### config.mk
export PLATFORM = sky130hd
export DESIGN_NAME = wb_exc_stage
export DESIGN_NICKNAME = d
export VERILOG_FILES = /design/src/rtl/wb_exc_stage_pkg.sv /design/src/rtl/wb_exc_stage.sv
export SDC_FILE = /design/constraint.sdc
export NUM_CORES = 1
export LEC_CHECK = 0
export CORE_AREA = 4 4 170 172
export DETAILED_ROUTE_END_ITERATION = 7
export DIE_AREA = 0 0 174 176
export HOLD_SLACK_MARGIN = 0.12
export PLACE_DENSITY = 0.59
export SYNTH_ARGS = -nofsm -noshare
export SYNTH_HDL_FRONTEND = slang
export SYNTH_SLANG_ARGS = --single-unit
### constraint.sdc
create_clock -name clk -period 9.6 [get_ports clk]
set_input_delay 0.96 -clock clk [delete_from_list [all_inputs] [get_ports clk]]
set_output_delay 0.96 -clock clk [all_outputs]
set_load 0.02 [all_outputs]
### src/rtl/wb_exc_stage_pkg.sv
// Shared constants and types for the write-back / exception stage.
// Excodes, CP0 register addresses ({rd, sel}) and the exception vector.
package wb_exc_stage_pkg;

    localparam logic [31:0] EXC_ENTRY = 32'hbfc00380;

    localparam logic [4:0] EX_INT  = 5'h00;
    localparam logic [4:0] EX_ADEL = 5'h04;
    localparam logic [4:0] EX_ADES = 5'h05;
    localparam logic [4:0] EX_SYS  = 5'h08;
    localparam logic [4:0] EX_BP   = 5'h09;
    localparam logic [4:0] EX_RI   = 5'h0a;
    localparam logic [4:0] EX_OV   = 5'h0c;

    localparam logic [7:0] CR_BADVADDR = 8'h40;
    localparam logic [7:0] CR_COUNT    = 8'h48;
    localparam logic [7:0] CR_COMPARE  = 8'h58;
    localparam logic [7:0] CR_STATUS   = 8'h60;
    localparam logic [7:0] CR_CAUSE    = 8'h68;
    localparam logic [7:0] CR_EPC      = 8'h70;

    typedef struct packed {
        logic [31:0] pc;
        logic        gr_we;
        logic [4:0]  dest;
        logic [31:0] result;
        logic        ex;
        logic [4:0]  excode;
        logic        bd;
        logic [31:0] badvaddr;
        logic        eret;
        logic        mtc0;
        logic        mfc0;
        logic [7:0]  c0_addr;
    } ws_data_t;

endpackage

### src/rtl/wb_exc_stage.sv
// Write-back stage: commits GPR/CP0 writes, arbitrates exceptions and interrupts,
// and drives the pipeline flush and redirect PC.
module wb_exc_stage
    import wb_exc_stage_pkg::*;
#(
    parameter logic [31:0] ExcEntry = EXC_ENTRY,
    parameter logic [4:0]  ExcInt   = EX_INT
) (
    input  logic        clk,
    input  logic        reset,

    input  logic        ms_to_ws_valid,
    output logic        ws_allowin,
    input  logic [31:0] ms_pc,
    input  logic        ms_gr_we,
    input  logic [4:0]  ms_dest,
    input  logic [31:0] ms_result,
    input  logic        ms_ex,
    input  logic [4:0]  ms_excode,
    input  logic        ms_bd,
    input  logic [31:0] ms_badvaddr,
    input  logic        ms_eret,
    input  logic        ms_mtc0,
    input  logic        ms_mfc0,
    input  logic [7:0]  ms_c0_addr,

    input  logic        has_int,
    input  logic [31:0] c0_rdata,
    input  logic [31:0] c0_epc,

    output logic        rf_we,
    output logic [4:0]  rf_waddr,
    output logic [31:0] rf_wdata,

    output logic        mtc0_we,
    output logic [7:0]  c0_raddr,
    output logic [31:0] c0_wdata,

    output logic        wb_ex,
    output logic [4:0]  wb_excode,
    output logic        wb_bd,
    output logic [31:0] wb_pc,
    output logic [31:0] wb_badvaddr,
    output logic        eret_flush,

    output logic        ws_flush,
    output logic [31:0] flush_pc,

    output logic [31:0] debug_wb_pc,
    output logic [3:0]  debug_wb_rf_wen,
    output logic [4:0]  debug_wb_rf_wnum,
    output logic [31:0] debug_wb_rf_wdata
);

    logic     r_valid;
    ws_data_t r_data;

    logic     w_ready_go;
    logic     w_allowin;
    logic     w_take_int;
    logic     w_ex;
    logic     w_rf_we;
    logic     w_eret;
    logic     w_flush;
    logic [31:0] w_rf_wdata;
    ws_data_t w_ms_data;

    always_comb begin
        w_ms_data.pc       = ms_pc;
        w_ms_data.gr_we    = ms_gr_we;
        w_ms_data.dest     = ms_dest;
        w_ms_data.result   = ms_result;
        w_ms_data.ex       = ms_ex;
        w_ms_data.excode   = ms_excode;
        w_ms_data.bd       = ms_bd;
        w_ms_data.badvaddr = ms_badvaddr;
        w_ms_data.eret     = ms_eret;
        w_ms_data.mtc0     = ms_mtc0;
        w_ms_data.mfc0     = ms_mfc0;
        w_ms_data.c0_addr  = ms_c0_addr;
    end

    assign w_ready_go = 1'b1;
    assign w_allowin  = !r_valid || w_ready_go;

    // An interrupt overrides whatever exception the instruction carried.
    assign w_take_int = r_valid && has_int;
    assign w_ex       = w_take_int || (r_valid && r_data.ex);
    assign w_rf_we    = r_valid && r_data.gr_we && !w_ex;
    assign w_eret     = r_valid && r_data.eret && !w_ex;
    assign w_flush    = w_ex || w_eret;
    assign w_rf_wdata = r_data.mfc0 ? c0_rdata : r_data.result;

    // A flush discards whatever the memory stage offers in the same cycle.
    always_ff @(posedge clk) begin
        if (reset) begin
            r_valid <= 1'b0;
        end else if (w_flush) begin
            r_valid <= 1'b0;
        end else if (w_allowin) begin
            r_valid <= ms_to_ws_valid;
        end
    end

    always_ff @(posedge clk) begin
        if (ms_to_ws_valid && w_allowin && !w_flush) begin
            r_data <= w_ms_data;
        end
    end

    assign ws_allowin = w_allowin;

    assign rf_we    = w_rf_we;
    assign rf_waddr = r_data.dest;
    assign rf_wdata = w_rf_wdata;

    assign mtc0_we  = r_valid && r_data.mtc0 && !w_ex;
    assign c0_raddr = r_data.c0_addr;
    assign c0_wdata = r_data.result;

    assign wb_ex       = w_ex;
    assign wb_excode   = w_take_int ? ExcInt : r_data.excode;
    assign wb_bd       = r_data.bd;
    assign wb_pc       = r_data.pc;
    assign wb_badvaddr = r_data.badvaddr;
    assign eret_flush  = w_eret;

    // EPC is read combinationally, before this cycle's CP0 update lands.
    assign ws_flush = w_flush;
    assign flush_pc = w_ex ? ExcEntry : c0_epc;

    assign debug_wb_pc       = r_data.pc;
    assign debug_wb_rf_wen   = {4{w_rf_we}};
    assign debug_wb_rf_wnum  = r_data.dest;
    assign debug_wb_rf_wdata = w_rf_wdata;

endmodule

==> flow_summary.json, run 1 <==
{
  "status": "finished, final reports clean",
  "max_freq_ghz": 0.262,
  "cp_data_required_time_ns": 8.64,
  "grt_pass1_vias": 3901,
  "setup_violations": 0,
  "power_w": 0.00166,
  "cts_tree": "built",
  "rrSetupSlack_ns": 6.88,
  "postCtsSetupBuffers": 0,
  "drcViolationCount": 0,
  "grt_overflow_total": 0,
  "dr_wl_met2_um": 9340,
  "startpoint_type": "input port",
  "cap_violations": 0,
  "crit_type": "input port to output port",
  "p_leak_nw": 3.49,
  "syn_inst": 391,
  "skew_ns": 0.0125,
  "cts_num_sinks": 121,
  "detail-route-antenna-nets": 0,
  "place_hpwl_um": 14200,
  "root_buffer": "clkbuf_16",
  "fin_cells": 1026,
  "crit_top_cell": "clkdlybuf4s50_1",
  "io_pins": 446,
  "area_delta_synth_final_pct": 71.3,
  "hold_path.class": "flip-flop to flip-flop",
  "insertion_delay_ns": 0.41,
  "fin_nets": 855,
  "holdBufCountCts": 0,
  "crit_family": "buffers and inverters",
  "via_count": 3658,
  "yosysSeqAreaShare": 0.632,
  "yosysWarnings": 0,
  "path_buf_inv": 2,
  "fp-row-count": 61,
  "setup_tns_ns": 0,
  "holdWs_ns": 0.691,
  "drtIter0Drc": 136,
  "die_y_um": 176,
  "dr.pass1.iters": 4,
  "cpMaxStageDelayCell": "clkdlybuf4s50_1",
  "ys_types": 18,
  "diodes": 0,
  "initial_utilization": 0.209,
  "cts_buffers": 17,
  "reg2reg_from": "r_data[49]",
  "dieArea_mm2": 0.0306,
  "grtUsageTotal": 0.106,
  "top_layer": "met4",
  "worstPathArrival_ns": 2.85,
  "place_congestion": 0.776,
  "antenna_found_initial": 0,
  "crit_path_end_kind": "output port",
  "drive_above_1_share": 0.0956,
  "vias_per_cell": 3.57,
  "wl_met1_um": 6260,
  "cts-resized-gates": 0,
  "p_per_area_mw_per_mm2": 169,
  "period_minus_slack_ns": 3.81,
  "grt_setup_unrepaired": "no",
  "synth_fp_nets": 579,
  "synth_area_leader_cell": "edfxtp_1",
  "htreeDepth": 4,
  "finalHoldViolCount": 0,
  "routedWlPerCell_um": 16.8,
  "wl_met3_um": 1570,
  "vdd_drop_max_mv": 0.0783,
  "crit_start": "has_int",
  "core_mm2": 0.0275,
  "synth_area_per_cell_um2": 14.7,
  "grt_pass1_wl_um": 24400,
  "netlist_area_mm2": 0.00573,
  "relSlewSlack": 0.393,
  "cp_max_fo": 33,
  "synthTopCellsByArea": "edfxtp_1, buf_4, mux2_2",
  "cp_slowest_stage_delay_ns": 0.61,
  "fin_crit_sh": 0.397,
  "fill_cells": 2674,
  "post-place-cells": 994,
  "cts_max_path_buffers": 2,
  "path_cells": "clkdlybuf4s50_1, o21ai_4, and2_1, clkdlybuf4s50_1",
  "tightest_slew_ns": 0.910,
  "clkTransAtPathRegs_ns": 0.06,
  "grt_max_degree": 72,
  "ys_ff_latch": 121,
  "synth_top_cell_area_share": 0.629,
  "hp-start": "r_data[10]",
  "die_w_um": 174,
  "wl_um": 17300,
  "io_buffers": 444,
  "finalMaxSlewViolations": 0
}
kinds of logic (layout without fill, tap and decap cells):
| group | after synthesis | count (layout) | synth area share |
|---|---|---|---|
| AOI/OAI and AO/OA | 2 | 2 | 0.00437 |
| and+or+nand+nor | 44 | 44 | 0.0483 |
| DFF | 121 | 121 | 0.632 |
| other | 1 | 1 | 0.000655 |
| muxes | 32 | 32 | 0.0629 |
| buffers and inverters | 191 | 480 | 0.251 |
synth_stat cells (all sizes together):
| library cell | count |
|---|---|
| and2 | 25 |
| nor2b | 1 |
| conb | 1 |
| nor3b | 1 |
| inv | 1 |
| o31a | 1 |
| o21ai | 1 |
| dfxtp | 1 |
| edfxtp | 120 |
| mux2 | 32 |
| nand2b | 12 |
| and3 | 3 |
| nor2 | 1 |
| buf | 190 |
| nand2 | 1 |
metal layers:
layer,track usage,vias to the layer above
met5,0,-
met4,0.0257,0
met3,0.0465,9
met2,0.195,218
met1,0.112,1722
li1,-,1709
worst min-delay path: stages, from the launching register on:
cell      delay, ns
edfxtp_1       0.34
o31a_1         0.24
nor3b_2        0.07
metrics by stage:
| step | area (um^2) | utilization | setup WS (ns) |
|---|---|---|---|
| 2_1_floorplan | 5730 | - | 2.35 |
| 3_3_place_gp | 9200 | 0.335 | 5.83 |
| 3_5_place_dp | 9200 | 0.335 | 5.77 |
| 4_1_cts | 9820 | 0.357 | 5.78 |
| 5_1_grt | 9820 | 0.357 | 5.67 |
| 6_report | 9820 | 0.357 | 5.79 |
cell type report:
class | instances | area (um^2) | share of cell area
multi-input cells | 79 | 673 | 0.0686
clock inverters | 14 | 186 | 0.0190
clock buffers | 18 | 429 | 0.0437
well taps | 346 | 433 | 0.0441
flip-flops and latches | 121 | 3620 | 0.369
repair buffers | 447 | 4470 | 0.455
inverters | 1 | 3.75 | 0.000382
flip-flops by register name, indices dropped and copies added, names as in the netlist:
| name | flops |
|---|---|
| c0_raddr | 8 |
| c0_wdata | 32 |
| debug_wb_pc | 32 |
| debug_wb_rf_wnum | 5 |
| r_data | 10 |
| r_valid | 1 |
| wb_badvaddr | 32 |
| wb_bd | 1 |
layout by cell type, fill, tap and decap left out, types with 2 or more instances in the layout:
cell type,Yosys,final
inv_6,0,4
nand2b_1,12,12
clkbuf_16,0,17
clkinv_4,0,3
clkdlybuf4s50_1,0,444
bufinv_16,0,3
edfxtp_1,120,120
inv_8,0,2
and2_1,25,25
and3_1,3,3
buf_4,184,3
mux2_2,28,28
mux2_1,4,4
power breakdown:
| part | total (W) | leakage, nW | switching [W] | internal, W |
|---|---|---|---|---|
| Sequential | 0.000635 | 1.17 | 0.0000142 | 0.000620 |
| Combinational | 0.000356 | 2.02 | 0.000160 | 0.000196 |
| Clock | 0.000668 | 0.300 | 0.000252 | 0.000416 |
worst paths after layout:
| kind | endpoint | depth (start not counted) |
|---|---|---|
| worst max-delay path | flush_pc[21] | 4 |
| worst min-delay path | r_valid | 2 |
| worst max register to register | r_data[49] | 4 |
| worst min register to register | r_valid | 2 |
Power figures use the tool's default switching activity.
==> run 2, diff against run 1 <==
clock period = 3.6 ns   (was 9.6 ns; I/O delays follow)
==> flow_summary.json, run 2 (synthesized netlist as in run 1, its figures left out) <==
{
  "finalMaxSlewViolations": 0,
  "diodes": 0,
  "dp_slack_ns": 0.956,
  "cp_max_fo": 33,
  "htreeDepth": 4,
  "core_mm2": 0.0275,
  "grt_pass1_wl_um": 24300,
  "crit_path_end_kind": "output port",
  "grt_setup_unrepaired": "no",
  "root_buffer": "clkbuf_16",
  "io_pins": 446,
  "hold_path.class": "input port to flip-flop",
  "fin_crit_sh": 0.731,
  "p_leak_nw": 3.47,
  "finalHoldViolCount": 0,
  "setup_violations": 0,
  "initial_utilization": 0.209,
  "cts_max_path_buffers": 2,
  "grt_max_degree": 66,
  "dieArea_mm2": 0.0306,
  "dr.pass1.iters": 4,
  "cts-resized-gates": 0,
  "drtIter0Drc": 76,
  "vdd_drop_max_mv": 0.239,
  "status": "finished, final reports clean",
  "crit_type": "input port to output port",
  "grt_overflow_total": 0,
  "routedWlPerCell_um": 16.9,
  "worstPathArrival_ns": 2.27,
  "clkTransAtPathRegs_ns": 0.06,
  "cts_tree": "built",
  "die_y_um": 176,
  "skew_ns": 0.0101,
  "cap_violations": 0,
  "final_cell_mix": "clkdlybuf4s50_1, edfxtp_1, mux2_2",
  "cts_buffers": 17,
  "via_count": 3674,
  "postCtsSetupBuffers": 0,
  "drcViolationCount": 0,
  "fin_cells": 1026,
  "fin_ws_ns": 0.968,
  "detail-route-antenna-nets": 0,
  "vias_per_cell": 3.58,
  "io_buffers": 444,
  "startpoint_type": "input port",
  "setup_tns_ns": 0,
  "place_hpwl_um": 14300,
  "place_congestion": 0.734,
  "period_minus_slack_ns": 2.63,
  "tightest_slew_ns": 0.640,
  "cp_data_required_time_ns": 3.24,
  "holdBufCountCts": 0,
  "fin_nets": 855,
  "grt_pass1_vias": 3892,
  "fp-row-count": 61,
  "grtUsageTotal": 0.106,
  "cts_num_sinks": 121,
  "wl_um": 17400,
  "p_per_area_mw_per_mm2": 444,
  "post-place-cells": 994,
  "final_util": 0.357,
  "die_w_um": 174,
  "relSlewSlack": 0.572,
  "final_common_cell": "clkdlybuf4s50_1",
  "max_freq_ghz": 0.380,
  "insertion_delay_ns": 0.41,
  "antenna_found_initial": 2,
  "area_delta_synth_final_pct": 71.3,
  "drive_above_1_share": 0.0956
}
[run 2: cell types whose count changed in the layout (fill, tap and decap cells not counted), sizes merged]
cell / delta
bufinv: -1
clkinv: -2
clkinvlp: +3
[run 2: final timing paths]
| check | startpoint | to | slack (ns) | cells past startpoint |
|---|---|---|---|---|
| max | has_int | flush_pc[21] | 0.97 | 4 |
| min | ms_badvaddr[26] | wb_badvaddr[26] | 0.50 | 1 |
| max reg2reg | r_data[49] | wb_bd | 1.91 | 3 |
| min reg2reg | r_data[10] | r_valid | 0.70 | 2 |
[run 2: critical path: stages]
cell and delay [ns]:
clkdlybuf4s50_1 0.49, o21ai_4 0.57, and2_1 0.22, clkdlybuf4s50_1 0.62
[run 2: stage by stage]
step	cell area, um^2	total power, W	hold slack (ns)
after floorplan	5740	0.00224	0.430
after global placement	9230	0.00268	0.700
after detailed placement	9230	0.00269	0.699
after CTS	9820	0.00444	0.474
after global routing	9820	0.00454	0.470
final	9820	0.00436	0.500
[run 2: report_power, final]
| group | leakage, nW | switching (W) | internal (W) | total, W |
|---|---|---|---|---|
| registers | 1.17 | 0.0000381 | 0.00165 | 0.00169 |
| logic | 2.03 | 0.000425 | 0.000527 | 0.000952 |
| clock network | 0.276 | 0.000680 | 0.00104 | 0.00172 |
[run 2: final cells by class]
| type | instances | area (um^2) |
|---|---|---|
| repair buffers | 447 | 4490 |
| inverters | 1 | 3.75 |
| flip-flops and latches | 121 | 3620 |
| well taps | 346 | 433 |
| multi-input cells | 79 | 673 |
| clock buffers | 18 | 429 |
| fillers | 2687 | 17700 |
| clock inverters | 14 | 163 |
[run 2: routing by layer]
| layer | wire, um | share of wire | GRT usage |
|---|---|---|---|
| met1 | 6190 | 0.36 | 0.107 |
| met2 | 9310 | 0.54 | 0.197 |
| met3 | 1710 | 0.098 | 0.0503 |
| met4 | 154 | 0.0089 | 0.0267 |
| met5 | 21 | 0.0012 | 0 |
==> run 3, diff against run 2 <==
clock period = 2.66 ns   (was 3.6 ns; I/O delays follow)
==> flow_summary.json, run 3 (synthesized netlist as in run 1, its figures left out) <==
{
  "combPwrFrac": 0.215,
  "diodes": 0,
  "root_buffer": "clkbuf_16",
  "fin_crit_sh": 0.902,
  "routedWlPerCell_um": 17.0,
  "final_util": 0.359,
  "setup_violations": 0,
  "final_cell_mix": "clkdlybuf4s50_1, edfxtp_1, mux2_2",
  "dieArea_mm2": 0.0306,
  "dr.pass1.iters": 3,
  "insertion_delay_ns": 0.41,
  "htreeDepth": 4,
  "final_common_cell": "clkdlybuf4s50_1",
  "drcViolationCount": 0,
  "cts_max_path_buffers": 2,
  "swShare": 0.259,
  "finalMaxSlewViolations": 0,
  "fp-row-count": 61,
  "antenna_found_initial": 2,
  "path_buf_inv": 2,
  "p_leak_nw": 3.50,
  "finalHoldViolCount": 0,
  "netSwitchingPower_w": 0.00156,
  "clockPowerShare": 0.404,
  "die_y_um": 176,
  "clkTransAtPathRegs_ns": 0.06,
  "via_count": 3675,
  "postCtsSetupBuffers": 0,
  "vias_per_cell": 3.57,
  "hold_path.class": "input port to flip-flop",
  "die_w_um": 174,
  "vdd_drop_max_mv": 0.279,
  "seqPwrFrac": 0.381,
  "path_cells": "buf_4, mux2_2, clkdlybuf4s50_1",
  "relSlewSlack": 0.663,
  "cts_buffers": 17,
  "io_pins": 446,
  "cts_tree": "built",
  "crit_path_end_kind": "output port",
  "initial_utilization": 0.209,
  "worstPathArrival_ns": 2.13,
  "grt_max_degree": 72,
  "area_delta_synth_final_pct": 72.0,
  "drtIter0Drc": 89,
  "p_per_area_mw_per_mm2": 610,
  "detail-route-antenna-nets": 0,
  "max_freq_ghz": 0.417,
  "cp_slowest_stage_delay_ns": 0.58,
  "place_hpwl_um": 14300,
  "grt_overflow_total": 0,
  "core_mm2": 0.0275,
  "cp_data_required_time_ns": 2.39,
  "grt_pass1_vias": 3949,
  "cts_num_sinks": 121,
  "crit_type": "flip-flop to output port",
  "power_w": 0.00601,
  "place_congestion": 0.765,
  "tightest_slew_ns": 0.504,
  "cap_violations": 0,
  "wl_um": 17500,
  "cp_max_fo": 32,
  "drive_above_1_share": 0.0982,
  "intPower_w": 0.00445,
  "cts-resized-gates": 0,
  "grtUsageTotal": 0.106,
  "startpoint_type": "flip-flop",
  "holdBufCountCts": 0,
  "grt_pass1_wl_um": 24300,
  "io_buffers": 444,
  "period_minus_slack_ns": 2.40,
  "skew_ns": 0.00745,
  "grt_setup_unrepaired": "no",
  "crit_family": "buffers and inverters",
  "cpMaxStageDelayCell": "clkdlybuf4s50_1",
  "status": "finished, final reports clean",
  "fin_nets": 857
}
==> run 3: final timing paths <==
check	start	end	slack, ns	depth (start not counted)
hold reg to reg	r_data[10]	r_valid	0.70	2
setup reg to reg	r_data[49]	wb_bd	0.94	3
setup / recovery	r_data[8]	rf_wdata[31]	0.26	3
hold / removal	ms_badvaddr[14]	wb_badvaddr[14]	0.41	1
==> run 3: per-layer routing <==
layer / track usage / vias up / wire length [um]
met3: 0.0559 / 16 / 1850
met2: 0.194 / 228 / 9290
met5: 0 / - / 27
met1: 0.104 / 1717 / 6100
li1: - / 1710 / -
met4: 0.0317 / 4 / 223
==> run 3: layout make-up <==
class	instances	area, um^2
inverters	1	3.75
multi-input cells	79	673
clock buffers	17	425
flip-flops and latches	121	3620
fillers	2707	17600
repair buffers	449	4510
well taps	346	433
clock inverters	15	191
==> run 3: metrics by stage <==
stage	instance area [um^2]	hold slack [ns]	TNS [ns]	setup slack (ns)	cells
floorplan	5740	0.336	-48.41	-0.403	391
global placement	9240	0.699	0	0.367	996
detailed placement	9240	0.703	0	0.316	996
CTS	9860	0.376	0	0.197	1028
global route	9860	0.375	0	0.0682	1028
finish	9860	0.406	0	0.261	1028
==> run 3: power by group through the flow <==
stage | Combinational (W) | Clock (W) | Sequential, W
after floorplan | 0.000718 | 0 | 0.00232
after global routing | 0.00135 | 0.00262 | 0.00230
after detailed placement | 0.00131 | 0 | 0.00233
after global placement | 0.00130 | 0 | 0.00233
after CTS | 0.00131 | 0.00253 | 0.00229
final | 0.00129 | 0.00243 | 0.00229
